==> src/rtl/imem_loader.sv <==
// imem_loader
//   Writer side of the core's instruction memory. It takes a framed byte
//   stream (HDR, LEN, LEN data bytes, CHK) and writes the data bytes into the
//   program RAM, starting at address 0. CHK is the XOR of the data bytes only.
//   The core is held in reset until a complete frame with a good checksum has
//   been written.
//
//   Optional build macro: IMEM_LOADER_TIMEOUT_EN
//     When defined, a 16-bit idle counter runs in LEN/DATA/CHK. It clears on
//     every accepted byte. If it reaches 16'hFFFF and another cycle passes
//     without a byte, the frame is rejected (ERR).
//     When undefined, the loader waits in those states indefinitely.
//
//   Ports
//     clk          in   system clock, rising edge
//     reset        in   asynchronous, active-high reset
//     in_data      in   stream byte
//     in_valid     in   in_data valid
//     in_ready     out  loader can accept (always 1 outside reset)
//     mem_we       out  program RAM write strobe (one cycle per data byte)
//     mem_waddr    out  program RAM write address
//     mem_wdata    out  program RAM write data
//     core_hold    out  core reset, 1 = core held
//     load_done    out  a valid program is loaded
//     load_err     out  the last frame was rejected
//     words_loaded out  data bytes written by the current or last frame
//     dbg_state    out  FSM state (IDLE=0 LEN=1 DATA=2 CHK=3 DONE=4 ERR=5)
//
//   Handshake: a byte transfers on a rising clk edge where in_valid and
//   in_ready are both 1. The loader never back-pressures, so in_ready is
//   only low while reset is asserted.

module imem_loader #(
  parameter int                ADDR_W = 4,
  parameter int                DATA_W = 8,
  parameter logic [DATA_W-1:0] HDR    = 8'hA5
) (
  input  logic              clk,
  input  logic              reset,
  input  logic [DATA_W-1:0] in_data,
  input  logic              in_valid,
  output logic              in_ready,
  output logic              mem_we,
  output logic [ADDR_W-1:0] mem_waddr,
  output logic [DATA_W-1:0] mem_wdata,
  output logic              core_hold,
  output logic              load_done,
  output logic              load_err,
  output logic [ADDR_W:0]   words_loaded,
  output logic [2:0]        dbg_state
);

  typedef enum logic [2:0] {
    IDLE = 3'd0,
    LEN  = 3'd1,
    DATA = 3'd2,
    CHK  = 3'd3,
    DONE = 3'd4,
    ERR  = 3'd5
  } state_t;

  // Largest legal LEN: the full RAM depth.
  localparam logic [DATA_W-1:0] MAX_LEN = DATA_W'(1 << ADDR_W);

  state_t            state_q, state_d;
  logic [ADDR_W:0]   len_q, len_d;
  logic [ADDR_W:0]   words_q, words_d;
  logic [DATA_W-1:0] acc_q, acc_d;
  logic              we_q, we_d;
  logic [ADDR_W-1:0] waddr_q, waddr_d;
  logic [DATA_W-1:0] wdata_q, wdata_d;
  logic              done_q, done_d;
  logic              err_q, err_d;
`ifdef IMEM_LOADER_TIMEOUT_EN
  logic [15:0]       idle_q, idle_d;
`endif

  logic            accept;
  logic [ADDR_W:0] words_inc;

  assign in_ready  = ~reset;
  assign accept    = in_valid & in_ready;
  assign words_inc = words_q + 1'b1;

  always_comb begin
    state_d = state_q;
    len_d   = len_q;
    words_d = words_q;
    acc_d   = acc_q;
    we_d    = 1'b0;
    waddr_d = waddr_q;
    wdata_d = wdata_q;
    done_d  = done_q;
    err_d   = err_q;
`ifdef IMEM_LOADER_TIMEOUT_EN
    idle_d  = '0;
`endif

    case (state_q)
      // HDR starts a new frame from idle, after success (reload) or after a
      // rejection. Clearing done_q re-asserts core_hold on the next cycle.
      IDLE, DONE, ERR: begin
        if (accept && in_data == HDR) begin
          state_d = LEN;
          words_d = '0;
          err_d   = 1'b0;
          done_d  = 1'b0;
        end
      end

      LEN: begin
        if (accept) begin
          if (in_data == '0 || in_data > MAX_LEN) begin
            state_d = ERR;
            err_d   = 1'b1;
          end else begin
            len_d   = in_data[ADDR_W:0];
            words_d = '0;
            acc_d   = '0;
            state_d = DATA;
          end
        end
      end

      // The write pointer is the low ADDR_W bits of the byte count; it never
      // wraps because the frame leaves DATA after the LEN-th byte.
      DATA: begin
        if (accept) begin
          we_d    = 1'b1;
          waddr_d = words_q[ADDR_W-1:0];
          wdata_d = in_data;
          words_d = words_inc;
          acc_d   = acc_q ^ in_data;
          if (words_inc == len_q) begin
            state_d = CHK;
          end
        end
      end

      CHK: begin
        if (accept) begin
          if (in_data == acc_q) begin
            state_d = DONE;
            done_d  = 1'b1;
          end else begin
            state_d = ERR;
            err_d   = 1'b1;
          end
        end
      end

      default: state_d = IDLE;
    endcase

`ifdef IMEM_LOADER_TIMEOUT_EN
    // Only a stalled frame counts; any accepted byte restarts the count.
    if ((state_q == LEN || state_q == DATA || state_q == CHK) && !accept) begin
      if (idle_q == 16'hFFFF) begin
        state_d = ERR;
        err_d   = 1'b1;
      end else begin
        idle_d = idle_q + 16'd1;
      end
    end
`endif
  end

  // RAM contents are outside this block, so a reset mid-frame simply drops
  // the frame and leaves whatever was already written.
  always_ff @(posedge clk or posedge reset) begin
    if (reset) begin
      state_q <= IDLE;
      len_q   <= '0;
      words_q <= '0;
      acc_q   <= '0;
      we_q    <= 1'b0;
      waddr_q <= '0;
      wdata_q <= '0;
      done_q  <= 1'b0;
      err_q   <= 1'b0;
`ifdef IMEM_LOADER_TIMEOUT_EN
      idle_q  <= '0;
`endif
    end else begin
      state_q <= state_d;
      len_q   <= len_d;
      words_q <= words_d;
      acc_q   <= acc_d;
      we_q    <= we_d;
      waddr_q <= waddr_d;
      wdata_q <= wdata_d;
      done_q  <= done_d;
      err_q   <= err_d;
`ifdef IMEM_LOADER_TIMEOUT_EN
      idle_q  <= idle_d;
`endif
    end
  end

  assign mem_we       = we_q;
  assign mem_waddr    = waddr_q;
  assign mem_wdata    = wdata_q;
  assign load_done    = done_q;
  assign load_err     = err_q;
  // Only a checksum-valid frame releases the core.
  assign core_hold    = ~done_q;
  assign words_loaded = words_q;
  assign dbg_state    = state_q;

endmodule

==> config.mk <==
export PLATFORM = sky130hd
export DESIGN_NAME = imem_loader
export DESIGN_NICKNAME = d
export VERILOG_FILES = /design/src/rtl/imem_loader.sv
export SDC_FILE = /design/constraint.sdc
export NUM_CORES = 1
export LEC_CHECK = 0
export CAP_MARGIN = 10
export CORE_MARGIN = 8
export CORE_UTILIZATION = 55
export CTS_CLUSTER_DIAMETER = 100
export DETAILED_ROUTE_END_ITERATION = 6
export PLACE_DENSITY_LB_ADDON = 0.15
export SLEW_MARGIN = 20
export SYNTH_ARGS = -nofsm -noshare
export SYNTH_HDL_FRONTEND = slang
export SYNTH_SLANG_ARGS = --single-unit
==> constraint.sdc <==
create_clock -name clk -period 4.65 [get_ports clk]
set_input_delay 0.465 -clock clk [delete_from_list [all_inputs] [get_ports clk]]
set_output_delay 0.465 -clock clk [all_outputs]
set_load 0.03 [all_outputs]
# Word level (Yosys, flattened, before mapping)
# Cells that the tools add are included.
# W data, S select, Z words.
classes:
  order_cmp: 1
  eq_ne: 17
  reduce_logical: 16
  add_sub_neg: 1
  n_bitwise: 5
  n_mux: 28
op_table:
  columns: ["op", "count"]
  rows:
  - ["$mux W8", 3]
  - ["$mux W5", 4]
  - ["$mux W3", 6]
  - ["$ne A2 B2 Y1 const B", 9]
  - ["$pmux W8 S2", 1]
  - ["$pmux W5 S3", 1]
  - ["$pmux W3 S4", 1]
  - ["$mux W1", 10]
  - ["$reduce_and A5 Y1", 2]
  - ["$eq A8 B8 Y1", 1]
  - ["$eq A8 B8 Y1 const B", 1]
  - ["$gt A8 B5 Y1 const B", 1]
  - ["$logic_not A8 Y1", 1]
  - ["$reduce_and A4 Y1", 2]
  - ["$xor A8 B8 Y8", 1]
  - ["$eq A3 B2 Y1 const B", 2]
  - ["$eq A3 B3 Y1 const B", 2]
  - ["$reduce_and A6 Y1", 1]
  - ["$reduce_bool A3 Y1", 2]
  - ["$add A5 B1 Y5 const B", 1]
  - ["$eq A5 B5 Y1", 1]
  - ["$reduce_bool A2 Y1", 2]
  - ["$eq A3 B1 Y1 const B", 1]
  - ["$logic_not A3 Y1", 1]
  - ["other kinds (9)", 11]
totals:
  inputBits: 11
  reg_bits: 36
  output_inout_bits: 25
  elab_cells: 77

# Logic depth before layout (Yosys ltp)
# Gate-level depths: netlist of the first run.
logic_depth:
  word_depth: 5
  ltp_mapped: 6
  mapped_depth_nobuf: 5

# Worst setup path after synthesis of the first run
# Ideal clock, no wire load.
synth_timing:
  path_type: "input to output"
  startpoint: "input port reset"
  endpoint: "output port in_ready"
  arrival_ns: 1.384
  path_buffers: 0
  cell_stages: 1
  path_slack_ns: 2.801
  path_cell_list: "inv_1"
synth_via:
  elab_chain_cells: 1
synth_lines:
  columns: ["element", "line_no", "source"]
  rows:
  - ["start, declared", "39", "input logic reset,"]
  - ["$not A1 Y1", "81", "assign in_ready = ~reset;"]
  - ["end, declared", "42", "output logic in_ready,"]
# Every way passes these cells.

# Worst setup path after layout of the first run
# Same ends and word-level chain as after synthesis.

==> impl_metrics.py, run 1 <==
metrics = {
    "critical_path": {
        "path_cells": "clkdlybuf4s50_1 > inv_1 > buf_4 > clkdlybuf4s50_1",
        "path_buf_inv": 4,
        "slowest_stage": "clkdlybuf4s50_1",
        "r2r_setup_slack_ps": 2100,
        "path_class": "primary input to output pin",
        "cp.required_ps": 4180,
        "ff2ff_path_depth": 4,
        "startpoint": "reset",
        "critPathArrivalTime_ps": 2170,
        "slowest_delay_ps": 760,
        "end_kind": "output pin",
        "crit_family": "buffers and inverters",
        "cp_common_cell": "clkdlybuf4s50_1",
        "crit_path_max_fanout": 37,
        "rr_endpoint": "words_loaded[1]",
        "critPathLaunchType": "primary input",
        "reg2reg_from": "dbg_state[1]",
    },
    "floorplan": {
        "dieWidth_um": 73.9,
        "die_y_um": 73.9,
        "start_util_pct": 56.1,
        "core_area_um2": 3280,
        "io_pins": 36,
        "row_count": 21,
        "die_area_um2": 5460,
    },
    "global_routing": {
        "grt_pass1_vias": 1588,
        "grt_pass1_wl_um": 7350,
        "antenna_found_initial": 0,
        "grt_usage_pct": 17.5,
        "overflow": 0,
        "grt_max_degree": 38,
    },
    "power_and_ir_drop": {
        "p_leak_nw": 1.03,
        "powerDensity_nw_per_um2": 297,
        "peakVddDrop_mv": 0.229,
        "finalPower_uw": 680,
    },
    "logic_synthesis": {
        "ys_ff_latch": 36,
        "syn_inst": 194,
        "synth.distinct_cells": 40,
        "synth.yosys.warnings": 0,
        "seq_area_frac_synth_pct": 48.9,
        "mappedNetlistArea_um2": 1840,
        "synth_nets": 206,
        "avgSynthCellArea_um2": 9.50,
    },
    "sta": {
        "max_freq_ghz": 0.379,
        "slew_headroom_pct": 47.5,
        "hold_violations": 0,
        "slew_viol_final": 0,
        "fin_ws_ps": 2010,
        "tightest_slew_ps": 786,
        "setup_tns_ps": 0,
        "rsz0062_at_grt": "false",
        "clock_skew_ps": 14.8,
        "layout_min_cycle_time_ps": 2640,
        "min_period_over_period_pct": 56.8,
        "setup_violations": 0,
    },
    "clock_tree": {
        "cts_buffers": 5,
        "cts.sinks": 36,
        "cts_hold_buf": 0,
        "h-tree-depth": 2,
        "post_cts_resized": 0,
        "post_cts_buffers": 0,
        "clockBufferDepth": 2,
        "clk_pin_slew_ps": 100,
        "root_buffer": "clkbuf_4",
        "insertion_delay_ps": 360,
        "cts_tree": "built",
    },
    "final_layout": {
        "drive_gt1_share_pct": 8.19,
        "fill_cells": 280,
        "postLayoutCellArea_um2": 2290,
        "finalNetCount": 243,
        "antennaDiodeCount": 0,
        "syn_to_final_growth_pct": 24.2,
    },
    "route": {
        "via_count": 1575,
        "firstDrtPassIters": 4,
        "drt_wl_total_um": 4400,
        "avgViaCountPerCell": 5.67,
        "drc": 0,
        "drt_iter0_markers": 160,
        "wl_per_cell_um": 15.8,
        "ant_nets": 0,
    },
    "placed_design": {
        "place_congestion": 0.834,
        "dp_slack_ps": 1820,
        "place.port_buffers": 35,
        "place_area_um2": 2230,
        "place_hpwl_um": 3230,
    },
    "worst_hold_path": {
        "hold_start": "mem_wdata[0]",
        "hold_path_end": "mem_wdata[0]",
        "min_path_cells": 2,
        "holdCritPathClass": "flip-flop to flip-flop",
    },
    "outcome": {
        "status": "finished, final reports clean",
    },
    "flow_run": {
        "cap_violations": 0,
    },
}
-- cell usage after synthesis (all sizes together) --
cell     number  area share [%]
nand2        43             8.8
dfrtp        36              49
o21ai        31             8.4
nor2         11             2.2
xnor2         9             4.3
xor2          8             3.8
a21oi         5             1.4
mux2          5             3.1
nor2b         5             1.7
and3          4             1.4
nor4          4             2.2
and2          3             1.1
buf           3             1.2
clkbuf        3            0.61
inv           2            0.41
nand2b        2            0.68
a2111oi       1             1.5
a211oi        1            0.41
a21boi        1            0.41
a221o         1            0.61
a22o          1            0.54
a22oi         1            0.41
a31oi         1            0.34
and4bb        1            0.68
clkinv        1            0.20
ha            1            0.68
mux2i         1            0.54
nand3         1            0.27
nand4         1            0.34
nand4b        1            0.48
nor3          1            0.27
nor3b         1            0.41
nor4b         1            0.48
o21bai        1            0.41
o2bb2ai       1            0.48
o41a          1            0.61
-- worst reg2reg max path, delay by kind of cell, from the launching register on --
kind / cells / cell delay [ps]
compound gates: 1 / 430
buf+inv: 1 / 630
simple gates: 2 / 840
flops: 1 / 540
-- power breakdown --
| group | leakage (nW) | switching [mW] | internal (mW) | total (mW) |
|---|---|---|---|---|
| registers | 0.491 | 0.0248 | 0.328 | 0.353 |
| logic | 0.509 | 0.0816 | 0.0651 | 0.147 |
| clock network | 0.0315 | 0.107 | 0.0740 | 0.181 |
-- how the worst max path moves through the flow --
stage          depth (start not counted)         endpoint  slack (ps)
2_1_floorplan                          1         in_ready        2800
3_3_place_gp                           5  words_loaded[1]        1950
3_5_place_dp                           5  words_loaded[1]        1820
4_1_cts                                4         in_ready        2000
5_1_grt                                4         in_ready        1890
6_report                               4         in_ready        2010
-- final cells by class --
class                      count  area, um^2  share of cell area, %
clock inverter                 1        7.51                  0.328
sequential                    36         901                   39.4
timing repair buffer          36         358                   15.6
multi-input combinational    149         898                   39.3
clock buffer                   7        55.1                   2.41
inverter                       3        11.3                  0.492
tap                           46        57.6                   2.52
-- per-layer routing --
| metal | global-route usage [%] | vias to the layer above | routed length (um) |
|---|---|---|---|
| met1 | 19.5 | 787 | 1790 |
| met5 | 0 | - | 0 |
| li1 | - | 742 | - |
| met3 | 7.37 | 9 | 298 |
| met4 | 6.43 | 0 | 82 |
| met2 | 29.0 | 37 | 2220 |
-- placed cells by master (no fill, tap or decap), types with 4 or more instances in the layout --
| cell | count |
|---|---|
| nand2_1 | 43 |
| xor2_1 | 8 |
| xnor2_1 | 9 |
| clkdlybuf4s50_1 | 35 |
| nor2_1 | 11 |
| nor2b_1 | 5 |
| o21ai_0 | 29 |
| clkbuf_4 | 5 |
| dfrtp_1 | 36 |
| mux2_2 | 5 |
| a21oi_1 | 5 |
| and3_1 | 4 |
-- kinds of logic after synthesis --
group | synth area share, %
AOI/OAI and AO/OA | 15.5
xor gates and xnor gates | 8.08
adders and majority gates | 0.679
buffers and inverters | 2.38
DFF | 48.9
muxes | 3.60
and+or+nand+nor | 20.9
-- state kept, by name, summed over array words and instances, names as in the netlist --
name,count
mem_wdata,8
mem_we,1
acc_q,8
mem_waddr,4
len_q,5
load_done,1
load_err,1
dbg_state,3
words_loaded,5
-- through the flow --
stage,utilization [%],instances,hold WS (ps)
2_1_floorplan,-,194,470
4_1_cts,69.7,278,494
5_1_grt,69.7,278,516
3_5_place_dp,67.8,270,468
3_3_place_gp,67.8,270,460
6_report,69.7,278,488
Power figures use the tool's default switching activity.
==> run 2, diff against run 1 <==
CORE_UTILIZATION = 46   (was 55)
clock period = 2.4 ns   (was 4.65 ns; I/O delays follow)
==> run 2 against run 1 <==
First-iteration DRC count down 15%. Via count shrank 1.5%. Combinational power increased by 100%. Critical path type is now flip-flop to flip-flop. Largest cell class unchanged. Highest routed layer unchanged.
==> impl_metrics.py, run 2 (synthesis results as in run 1) <==
metrics = {
    "flow_run": {
        "cap_violations": 0,
    },
    "critical_path": {
        "rr_endpoint": "acc_q[7]",
        "reg2reg_from": "dbg_state[0]",
        "cp.required_ps": 2590,
        "ff2ff_path_depth": 5,
        "crit_family": "simple AND/OR/NAND/NOR gates",
        "slowest_stage": "dfrtp_1",
        "end_kind": "flip-flop",
        "path_cells": "nor3b_1 > nand2_1 > clkinv_1 > nand2_1 > o21ai_0",
        "cp_common_cell": "nand2_1",
        "slowest_delay_ps": 480,
        "critPathLaunchType": "flip-flop",
        "path_buf_inv": 1,
        "r2r_setup_slack_ps": 400,
        "crit_path_max_fanout": 17,
        "path_class": "flip-flop to flip-flop",
        "critPathArrivalTime_ps": 2180,
    },
    "sta": {
        "layout_min_cycle_time_ps": 2000,
        "setup_violations": 0,
        "slew_viol_final": 0,
        "clock_skew_ps": 12.5,
        "min_period_over_period_pct": 83.1,
        "max_freq_ghz": 0.501,
        "tightest_slew_ps": 500,
        "hold_slack_ps": 474,
        "setup_tns_ps": 0,
        "rsz0062_at_grt": "false",
        "hold_violations": 0,
        "slew_headroom_pct": 66.5,
    },
    "route": {
        "met2WireLength_um": 2230,
        "met3WireLength_um": 293,
        "wl_per_cell_um": 16.2,
        "drc": 0,
        "drt_iter0_markers": 136,
        "drt_wl_total_um": 4620,
        "avgViaCountPerCell": 5.42,
        "via_count": 1551,
        "dr.max_layer_used": "met4",
        "firstDrtPassIters": 4,
        "met1_length_um": 2040,
        "ant_nets": 0,
    },
    "outcome": {
        "status": "finished, final reports clean",
    },
    "final_layout": {
        "finalNetCount": 248,
        "syn_to_final_growth_pct": 28.2,
        "drive_gt1_share_pct": 10.6,
        "antennaDiodeCount": 0,
        "mostFrequentLayoutCells": "43 x nand2_1, 36 x dfrtp_1, 34 x clkdlybuf4s50_1",
        "fill_cells": 363,
        "layout_commonest_cell": "nand2_1",
    },
    "global_routing": {
        "antenna_found_initial": 0,
        "grt_pass1_vias": 1576,
        "grt_max_degree": 37,
        "grt_usage_pct": 15.2,
        "overflow": 0,
        "grt_pass1_wl_um": 7650,
    },
    "worst_hold_path": {
        "min_path_cells": 2,
        "hold_path_end": "mem_wdata[4]",
        "holdCritPathClass": "flip-flop to flip-flop",
        "hold_start": "mem_wdata[4]",
    },
    "placed_design": {
        "place_hpwl_um": 3360,
        "place_congestion": 0.833,
        "place.port_buffers": 35,
    },
    "floorplan": {
        "core_area_um2": 3910,
        "io_pins": 36,
        "row_count": 23,
        "die_y_um": 79.3,
        "die_area_um2": 6290,
        "dieWidth_um": 79.3,
        "start_util_pct": 47.1,
    },
    "clock_tree": {
        "clk_pin_slew_ps": 70,
        "cts_hold_buf": 0,
        "cts_buffers": 5,
        "post_cts_buffers": 0,
        "h-tree-depth": 2,
        "post_cts_resized": 0,
        "clockBufferDepth": 2,
        "cts_tree": "built",
        "root_buffer": "clkbuf_8",
        "insertion_delay_ps": 290,
        "cts.sinks": 36,
    },
    "power_and_ir_drop": {
        "p_leak_nw": 1.07,
        "peakVddDrop_mv": 0.434,
        "powerDensity_nw_per_um2": 612,
    },
}
-- run 2: worst max path at each step --
| stage | endpoint | cells after the start | slack (ps) | start |
|---|---|---|---|---|
| 2_1_floorplan | dbg_state[0] | 5 | 580 | words_loaded[0] |
| 5_1_grt | acc_q[7] | 5 | 240 | dbg_state[0] |
| 4_1_cts | len_q[0] | 5 | 420 | in_data[0] |
| 3_3_place_gp | len_q[3] | 5 | 230 | in_data[0] |
| 3_5_place_dp | len_q[0] | 5 | 170 | in_data[0] |
| 6_report | acc_q[7] | 5 | 400 | dbg_state[0] |
-- run 2: layout make-up --
| cell class | instances | area, um^2 | area share (%) |
|---|---|---|---|
| tap | 50 | 62.6 | 2.65 |
| clock buffer | 7 | 96.3 | 4.08 |
| timing repair buffer | 41 | 393 | 16.6 |
| sequential | 36 | 901 | 38.1 |
| inverter | 3 | 11.3 | 0.477 |
| multi-input combinational | 149 | 898 | 38.0 |
-- run 2: per-layer routing --
metal / GRT usage (%) / vias up
met5: 0 / -
met4: 5.19 / 0
met3: 4.29 / 9
met2: 25.0 / 43
met1: 18.6 / 747
li1: - / 752
-- run 2: metrics by stage --
stage,cell area [um^2],instances,utilization (%),total power [mW],worst slack [ps]
2_1_floorplan,1840,194,-,0.862,581
3_3_place_gp,2270,279,57.9,0.982,233
3_5_place_dp,2270,279,57.9,0.992,168
4_1_cts,2360,286,60.4,1.46,418
5_1_grt,2360,286,60.4,1.50,244
6_report,2360,286,60.4,1.45,405
-- run 2: worst register-to-register path: stages (launching register included) --
cell and delay (ps):
dfrtp_1 480, nor3b_1 430, nand2_1 280, clkinv_1 360, nand2_1 140, o21ai_0 200
-- run 2: power by group --
part	switching (mW)	total [mW]	leakage, nW	internal, mW
Clock	0.210	0.465	0.0503	0.256
Combinational	0.168	0.299	0.533	0.132
Sequential	0.0464	0.682	0.491	0.636
==> run 3, diff against run 2 <==
CORE_UTILIZATION = 51   (was 46)
clock period = 2.1 ns   (was 2.4 ns; I/O delays follow)
==> run 3 against run 2 <==
Clock power shrank 16%. Cell count grew 1.0%. Final area shrank 0.42%. Utilization grew 5.4 points. Sequential share of layout area grew 0.16 points.
==> impl_metrics.py, run 3 (synthesis results as in run 1) <==
metrics = {
    "critical_path": {
        "crit_family": "simple AND/OR/NAND/NOR gates",
        "path_cells": "nor2b_1 > and2_1 > and3_1 > mux2_2",
        "cp.required_ps": 2320,
        "path_buf_inv": 0,
        "critPathLaunchType": "flip-flop",
        "crit_path_max_fanout": 9,
        "critPathArrivalTime_ps": 2030,
        "rr_endpoint": "len_q[1]",
        "ff2ff_path_depth": 4,
        "slowest_stage": "dfrtp_1",
        "path_class": "flip-flop to flip-flop",
        "r2r_setup_slack_ps": 290,
        "slowest_delay_ps": 510,
        "reg2reg_from": "dbg_state[0]",
        "end_kind": "flip-flop",
    },
    "global_routing": {
        "grt_max_degree": 37,
        "grt_pass1_vias": 1668,
        "overflow": 0,
        "grt_usage_pct": 15.8,
        "grt_pass1_wl_um": 7580,
        "antenna_found_initial": 0,
    },
    "final_layout": {
        "antennaDiodeCount": 0,
        "layout_commonest_cell": "nand2_1",
        "postLayoutCellArea_um2": 2350,
        "mostFrequentLayoutCells": "43 x nand2_1, 36 x dfrtp_1, 34 x clkdlybuf4s50_1",
        "finalNetCount": 252,
        "fill_cells": 305,
        "syn_to_final_growth_pct": 27.6,
        "fin_cells": 289,
        "drive_gt1_share_pct": 11.6,
    },
    "clock_tree": {
        "post_cts_resized": 0,
        "cts_hold_buf": 0,
        "root_buffer": "clkbuf_4",
        "cts_buffers": 5,
        "insertion_delay_ps": 340,
        "cts.sinks": 36,
        "h-tree-depth": 2,
        "post_cts_buffers": 0,
        "cts_tree": "built",
        "clockBufferDepth": 2,
        "clk_pin_slew_ps": 120,
    },
    "placed_design": {
        "place_hpwl_um": 3270,
        "place_congestion": 0.893,
        "place.port_buffers": 35,
        "dp_slack_ps": 26.1,
        "place_area_um2": 2290,
        "post-place-cells": 281,
    },
    "sta": {
        "slew_viol_final": 0,
        "hold_violations": 0,
        "fin_ws_ps": 290,
        "min_period_over_period_pct": 86.2,
        "clock_skew_ps": 13.4,
        "slew_headroom_pct": 69.1,
        "max_freq_ghz": 0.553,
        "setup_tns_ps": 0,
        "setup_violations": 0,
        "tightest_slew_ps": 462,
        "rsz0062_at_grt": "false",
        "layout_min_cycle_time_ps": 1810,
    },
    "floorplan": {
        "start_util_pct": 51.5,
        "die_y_um": 76.1,
        "core_area_um2": 3580,
        "row_count": 22,
        "dieWidth_um": 76.1,
        "io_pins": 36,
        "die_area_um2": 5790,
    },
    "route": {
        "drc": 0,
        "drt_wl_total_um": 4440,
        "wl_per_cell_um": 15.4,
        "via_count": 1579,
        "avgViaCountPerCell": 5.46,
        "firstDrtPassIters": 4,
        "ant_nets": 0,
        "drt_iter0_markers": 122,
    },
    "flow_run": {
        "cap_violations": 0,
    },
    "power_and_ir_drop": {
        "p_seq_share_pct": 51.8,
        "p_switching_uw": 468,
        "intPower_mw": 1.05,
        "powerDensity_nw_per_um2": 643,
        "clkPwrFrac_pct": 25.8,
        "p_comb_share_pct": 22.5,
        "p_sw_share_pct": 30.9,
        "p_leak_nw": 1.08,
        "finalPower_mw": 1.51,
        "peakVddDrop_mv": 0.516,
    },
    "outcome": {
        "status": "finished, final reports clean",
    },
    "worst_hold_path": {
        "holdCritPathClass": "primary input to asynchronous set/reset pin",
    },
}
==> run 3: cell type report <==
class                           instances  area [um^2]  area share (%)
Multi-Input combinational cell        149          898            38.2
Sequential cell                        36          901            38.3
Timing Repair Buffer                   45          423            18.0
Clock buffer                            8         58.8            2.50
Inverter                                3         11.3           0.479
Tap cell                               48         60.1            2.55
==> run 3: worst register-to-register path, delay by kind of cell, from the launching register on <==
kind          cells  cell delay (ps)
simple gates      3              810
flops             1              510
mux               1              370
==> run 3: power groups by stage <==
stage          Sequential (mW)  Clock [mW]  Combinational, mW
3_3_place_gp             0.791           0              0.335
2_1_floorplan            0.838           0              0.147
6_report                 0.784       0.390              0.340
4_1_cts                  0.781       0.397              0.344
3_5_place_dp             0.795           0              0.342
5_1_grt                  0.790       0.425              0.371
==> run 3: how the worst max path moves through the flow <==
stage	depth (start not counted)	from	slack, ps	endpoint
floorplan	5	words_loaded[0]	280	dbg_state[0]
global placement	5	in_data[2]	100	len_q[3]
detailed placement	5	in_data[2]	30	len_q[1]
CTS	5	words_loaded[0]	290	dbg_state[0]
global route	5	words_loaded[0]	160	dbg_state[0]
finish	4	dbg_state[0]	290	len_q[1]
==> run 3: per-stage QoR <==
stage | hold WS (ps) | utilization, %
final | 386 | 65.7
after global routing | 459 | 65.7
after CTS | 414 | 65.7
after detailed placement | 462 | 64.1
after global placement | 458 | 64.1
after floorplan | 328 | -
==> run 3: layer usage <==
layer | routed length, um | track usage (%) | vias up
li1 | - | - | 759
met1 | 1850 | 17.7 | 760
met3 | 327 | 6.13 | 9
met4 | 74 | 5.58 | 0
met2 | 2190 | 26.6 | 51
met5 | 0 | 0 | -
